--- config.mk ---
export PLATFORM = sky130hd
export DESIGN_NAME = dlfloat_result_collector
export DESIGN_NICKNAME = d
export VERILOG_FILES = /design/src/rtl/dlfloat_result_collector.sv
export SDC_FILE = /design/constraint.sdc
export NUM_CORES = 1
export LEC_CHECK = 0
export CAP_MARGIN = 15
export CORE_ASPECT_RATIO = 1.75
export CORE_UTILIZATION = 48
export CTS_CLUSTER_DIAMETER = 80
export DETAILED_ROUTE_END_ITERATION = 12
export DONT_BUFFER_PORTS = 1
export PLACE_DENSITY_LB_ADDON = 0.25
export SYNTH_ARGS = -nofsm -noshare
export SYNTH_HDL_FRONTEND = slang
export SYNTH_SLANG_ARGS = --single-unit
export TNS_END_PERCENT = 20
--- constraint.sdc ---
create_clock -name clk -period 2.5 [get_ports clk]
set_input_delay 0.625 -clock clk [delete_from_list [all_inputs] [get_ports clk]]
set_output_delay 0.625 -clock clk [all_outputs]
set_load 0.01 [all_outputs]
--- src/rtl/dlfloat_result_collector.sv ---
// dlfloat_result_collector
// Reassembles serialized DLFloat results (MSB byte, then LSB byte) into
// 16-bit words and queues them in a first-word fall-through FIFO.
// Optional build macro: DLFLOAT_RESULT_CLASSIFY_EN enables head-word
// classification on res_class (zero / all-ones special); otherwise res_class = 0.
//
// Handshake: a word leaves the FIFO on a rising edge where
// res_valid && res_ready. res_data is stable while res_valid is high and
// res_ready is low. res_valid never depends on res_ready.
module dlfloat_result_collector #(
  parameter int DEPTH = 4
) (
  input  logic                       clk,
  input  logic                       rst,
  input  logic [7:0]                 byte_in,
  input  logic                       byte_en,
  input  logic                       align,
  output logic [15:0]                res_data,
  output logic                       res_valid,
  input  logic                       res_ready,
  output logic [$clog2(DEPTH):0]     fifo_level,
  output logic                       overflow,
  output logic                       desync,
  input  logic                       clr_flags,
  output logic [1:0]                 res_class
);

  localparam int AW = $clog2(DEPTH);
  localparam int LW = AW + 1;

  typedef enum logic [1:0] {
    WAIT_ALIGN = 2'd0,
    GET_MSB    = 2'd1,
    GET_LSB    = 2'd2
  } state_t;

  state_t        state, state_next;
  logic [7:0]    msb, msb_next;
  logic          push;
  logic          desync_set;
  logic [15:0]   push_word;

  logic [15:0]   mem [DEPTH];
  logic [AW-1:0] wr_ptr, rd_ptr;
  logic [LW-1:0] level;
  logic          full, pop, push_ok, overflow_set;

  // Byte assembler: decides MSB capture, word push and desync events
  always_comb begin
    state_next = state;
    msb_next   = msb;
    push       = 1'b0;
    desync_set = 1'b0;
    if (byte_en) begin
      case (state)
        WAIT_ALIGN: begin
          if (align) begin
            msb_next   = byte_in;
            state_next = GET_LSB;
          end
        end
        GET_MSB: begin
          msb_next   = byte_in;
          state_next = GET_LSB;
        end
        GET_LSB: begin
          if (align) begin
            // A new frame start while an LSB is expected: drop old MSB
            msb_next   = byte_in;
            desync_set = 1'b1;
          end else begin
            push       = 1'b1;
            state_next = GET_MSB;
          end
        end
        default: state_next = WAIT_ALIGN;
      endcase
    end
  end

  assign push_word = {msb, byte_in};

  // Assembler state and captured MSB
  always_ff @(posedge clk) begin
    if (rst) begin
      state <= WAIT_ALIGN;
      msb   <= 8'h00;
    end else begin
      state <= state_next;
      msb   <= msb_next;
    end
  end

  assign full         = (level == LW'(DEPTH));
  assign res_valid    = (level != '0);
  assign pop          = res_valid && res_ready;
  // A pop in the same cycle frees a slot, so a full FIFO still accepts
  assign push_ok      = push && (!full || pop);
  assign overflow_set = push && full && !pop;

  // FIFO storage; contents are don't-care outside the valid window
  always_ff @(posedge clk) begin
    if (push_ok) mem[wr_ptr] <= push_word;
  end

  // FIFO pointers and occupancy; pointers wrap naturally (DEPTH is 2^AW)
  always_ff @(posedge clk) begin
    if (rst) begin
      wr_ptr <= '0;
      rd_ptr <= '0;
      level  <= '0;
    end else begin
      if (push_ok) wr_ptr <= wr_ptr + AW'(1);
      if (pop)     rd_ptr <= rd_ptr + AW'(1);
      case ({push_ok, pop})
        2'b10:   level <= level + LW'(1);
        2'b01:   level <= level - LW'(1);
        default: level <= level;
      endcase
    end
  end

  // Sticky flags; a set event in the clearing cycle wins
  always_ff @(posedge clk) begin
    if (rst) begin
      overflow <= 1'b0;
      desync   <= 1'b0;
    end else begin
      if (overflow_set)   overflow <= 1'b1;
      else if (clr_flags) overflow <= 1'b0;
      if (desync_set)     desync   <= 1'b1;
      else if (clr_flags) desync   <= 1'b0;
    end
  end

  assign res_data   = res_valid ? mem[rd_ptr] : 16'h0000;
  assign fifo_level = level;

`ifdef DLFLOAT_RESULT_CLASSIFY_EN
  // Head-word class: 01 zero, 10 all-ones special, 00 otherwise or empty
  always_comb begin
    res_class = 2'b00;
    if (res_valid) begin
      if (res_data == 16'h0000)      res_class = 2'b01;
      else if (res_data == 16'hFFFF) res_class = 2'b10;
    end
  end
`else
  assign res_class = 2'b00;
`endif

endmodule

==> flow_summary_export.csv <==
group,metric,value,unit
run_status,status,"completed",
floorplanning,die_area,7479,um2
floorplanning,rows,40,
drt,routed_wl,5.571,mm
power,peakVddDrop,491.1,uV
final_layout,area_growth,11.49,%
placed_design,port_buffers,0,
cts,cts_tree,"built",
synth,syn_area,3420,um2
final_layout,seq_area,2342,um2
timing,timing.fmax,431.4,MHz
critical_path,end_kind,"output port",
cts,cts_setup_buffers,0,
final_layout,antenna_cells,0,
floorplanning,fp.dieH,113.7,um
timing,clock_skew,0.004264,ns
drt,wl_per_cell,18.57,um
floorplanning,start_util,0.4987,
final_layout,fin_area,3812,um2
synth,seq_area_frac_synth,0.6850,
drt,drcViolationCount,0,
synth,ys_seq_elements,85,
global_routing,grt_max_degree,23,
synth,yosys-top-cells-count,"64 x edfxtp_1, 21 x dfxtp_1, 20 x and2_1",
floorplanning,io_pins,38,
synth,synth_enable_flop_cells,64,
cts,path_clk_slew,0.05,ns
drt,drtAntennaViolNets,0,
timing,hold_ws,0.3692,ns
synth,netlist_instances,202,
cts,cts_max_path_buffers,2,
floorplanning,fp.dieW,65.81,um
final_layout,final_layout_size_suffix_gt1_frac,0.2037,
global_routing,gr-usage-all-layers,0.1736,
critical_path,cp_max_fo,16,
critical_path,critPathKind,"reg -> out",
placed_design,placed_cell_area,3523,um2
drt,firstDrtPassIters,4,
power,internal-power,2.503,mW
cts,htree_levels,3,
global_routing,grt_overflow,0,
placed_design,place_hpwl,3.770,mm
timing,fin_crit_sh,0.9271,
synth,synthTopCellsByArea,"edfxtp_1 56%, dfxtp_1 12%, mux4_2 11%",
synth,yosysUniqueCellTypes,35,
power,power_per_cell_area,833.3,nW/um2
synth,ys.flop_type,"edfxtp_1",
synth,yosysWarnings,0,
final_layout,fillers,539,
synth,yosysTopAreaCellShare,0.5620,
cts,cts_hold_buf,0,
global_routing,grt_pass1_vias,1863,
critical_path,crit_required,1.88,ns
global_routing,grt_pass1_wl,9.149,mm
timing,rsz0062_at_grt,"no",
global_routing,antenna_found_initial,0,
drt,via_per_inst,5.487,
cts,clock-sinks,85,
synth,async_flop_share,0,
drt,via_count,1646,
timing,period_needed,2.318,ns
synth,yosysMostFrequentCell,"edfxtp_1",
power,power_switching,674.3,uW
flow_run,max-cap-violations,0,
timing,finalSetupTns,0,ns
power,pwr-share-seq,0.496,
timing,timing.final.hold_violations,0,
synth,yosysTopAreaCell,"edfxtp_1",
drt,drt_iter0_drc,104,
power,leakagePower,1.287,nW
critical_path,cp.arrival,1.69,ns
cts,cts_buffers,9,
power,clkPwrFrac,0.398,
final_layout,multi_input_area,993.5,um2
critical_path,crit_path_start_kind,"register",
final_layout,layout.nets,230,
synth,avgSynthCellArea,16.93,um2
power,netSwitchingFraction,0.2123,
timing,setup_viol,0,
cts,clock_latency,0.32,ns
placed_design,gp_congestion,0.7270,
power,combinationalPowerShare,0.106,
cts,cts_resized,0,
floorplanning,coreArea,6857,um2
cts,cts_root_buf,"clkbuf_16",
timing,slew_viol_final,0,
min_path,worstHoldPathType,"in -> reg",
==> power groups by stage <==
| stage | combinational [mW] | clock, mW | sequential (mW) |
|---|---|---|---|
| global placement | 0.336 | 0 | 1.60 |
| detailed placement | 0.347 | 0 | 1.60 |
| finish | 0.336 | 1.27 | 1.57 |
| floorplan | 0.309 | 0 | 1.60 |
| CTS | 0.346 | 1.29 | 1.57 |
| global route | 0.367 | 1.35 | 1.58 |
==> metal layers <==
| metal | part of all wire | wire length, um | global-route usage | up-vias |
|---|---|---|---|---|
| met2 | 0.56 | 3128 | 0.2918 | 46 |
| met1 | 0.37 | 2080 | 0.1882 | 829 |
| li1 | - | - | - | 767 |
| met5 | 0 | 0 | 0 | - |
| met3 | 0.055 | 305 | 0.06100 | 4 |
| met4 | 0.010 | 57 | 0.08841 | 0 |
==> registers in the layout (all words and copies together) (netlist names), named ones only <==
signal / flops
overflow: 1
desync: 1
msb: 8
mem: 64
state: 2
fifo_level: 3
rd_ptr: 2
wr_ptr: 2
==> worst max-delay path, cell delays in order (launching register included) <==
cell     delay [ns]
dfxtp_1        0.30
buf_4          0.30
mux4_2         0.56
and2_1         0.21
==> final timing paths <==
kind                                     from            end  slack, ns  depth (start not counted)
worst max register to register  fifo_level[0]  fifo_level[2]       0.51                          6
worst min-delay path                      rst  fifo_level[2]       0.37                          1
worst max-delay path                 register   res_data[15]       0.18                          3
worst min register to register         msb[7]     mem[1][15]       0.51                          0
==> metrics by stage <==
stage	util	setup WS (ns)	instances	power (mW)
after floorplan	-	0.3421	203	1.905
after global placement	0.5139	0.4586	284	1.936
after detailed placement	0.5139	0.4156	284	1.952
after CTS	0.5560	0.1406	300	3.214
after global routing	0.5560	0.07661	300	3.299
final	0.5560	0.1822	300	3.177
==> layout by cell type (no fill, tap or decap), types with 2 or more instances in the layout <==
| cell | Yosys | layout |
|---|---|---|
| edfxtp_1 | 64 | 64 |
| dfxtp_1 | 21 | 21 |
| and2_1 | 20 | 20 |
| nor2_1 | 17 | 17 |
| mux4_2 | 16 | 16 |
| mux2i_1 | 9 | 9 |
| clkbuf_16 | 0 | 9 |
| buf_4 | 2 | 9 |
| nand2b_1 | 5 | 5 |
| a21oi_1 | 5 | 5 |
| inv_1 | 4 | 4 |
| ha_1 | 4 | 4 |
| clkbuf_1 | 2 | 4 |
| nand3_1 | 3 | 3 |
| nor2b_1 | 2 | 2 |
| xor2_1 | 2 | 2 |
| mux2_4 | 2 | 2 |
| conb_1 | 1 | 2 |
==> logic make-up (layout without fill, tap and decap cells) <==
family,Yosys count,count (layout),share of synthesized area
xor gates and xnor gates,3,3,0.007685
other,1,2,0.001097
buffers and inverters,16,29,0.02561
DFF,85,85,0.6850
and+or+nand+nor,55,55,0.09879
adders and majority gates,5,5,0.02049
muxes,27,27,0.1405
AOI/OAI and AO/OA,10,10,0.02086
==> cell type report <==
cell class,instances,area share
multi-input combinational,102,0.2606
sequential,85,0.6144
inverter,4,0.003938
tap,84,0.02757
timing repair buffer,9,0.01772
clock buffer,14,0.06662
clock inverter,2,0.009189
No activity file was read; power rests on OpenSTA's default activity.
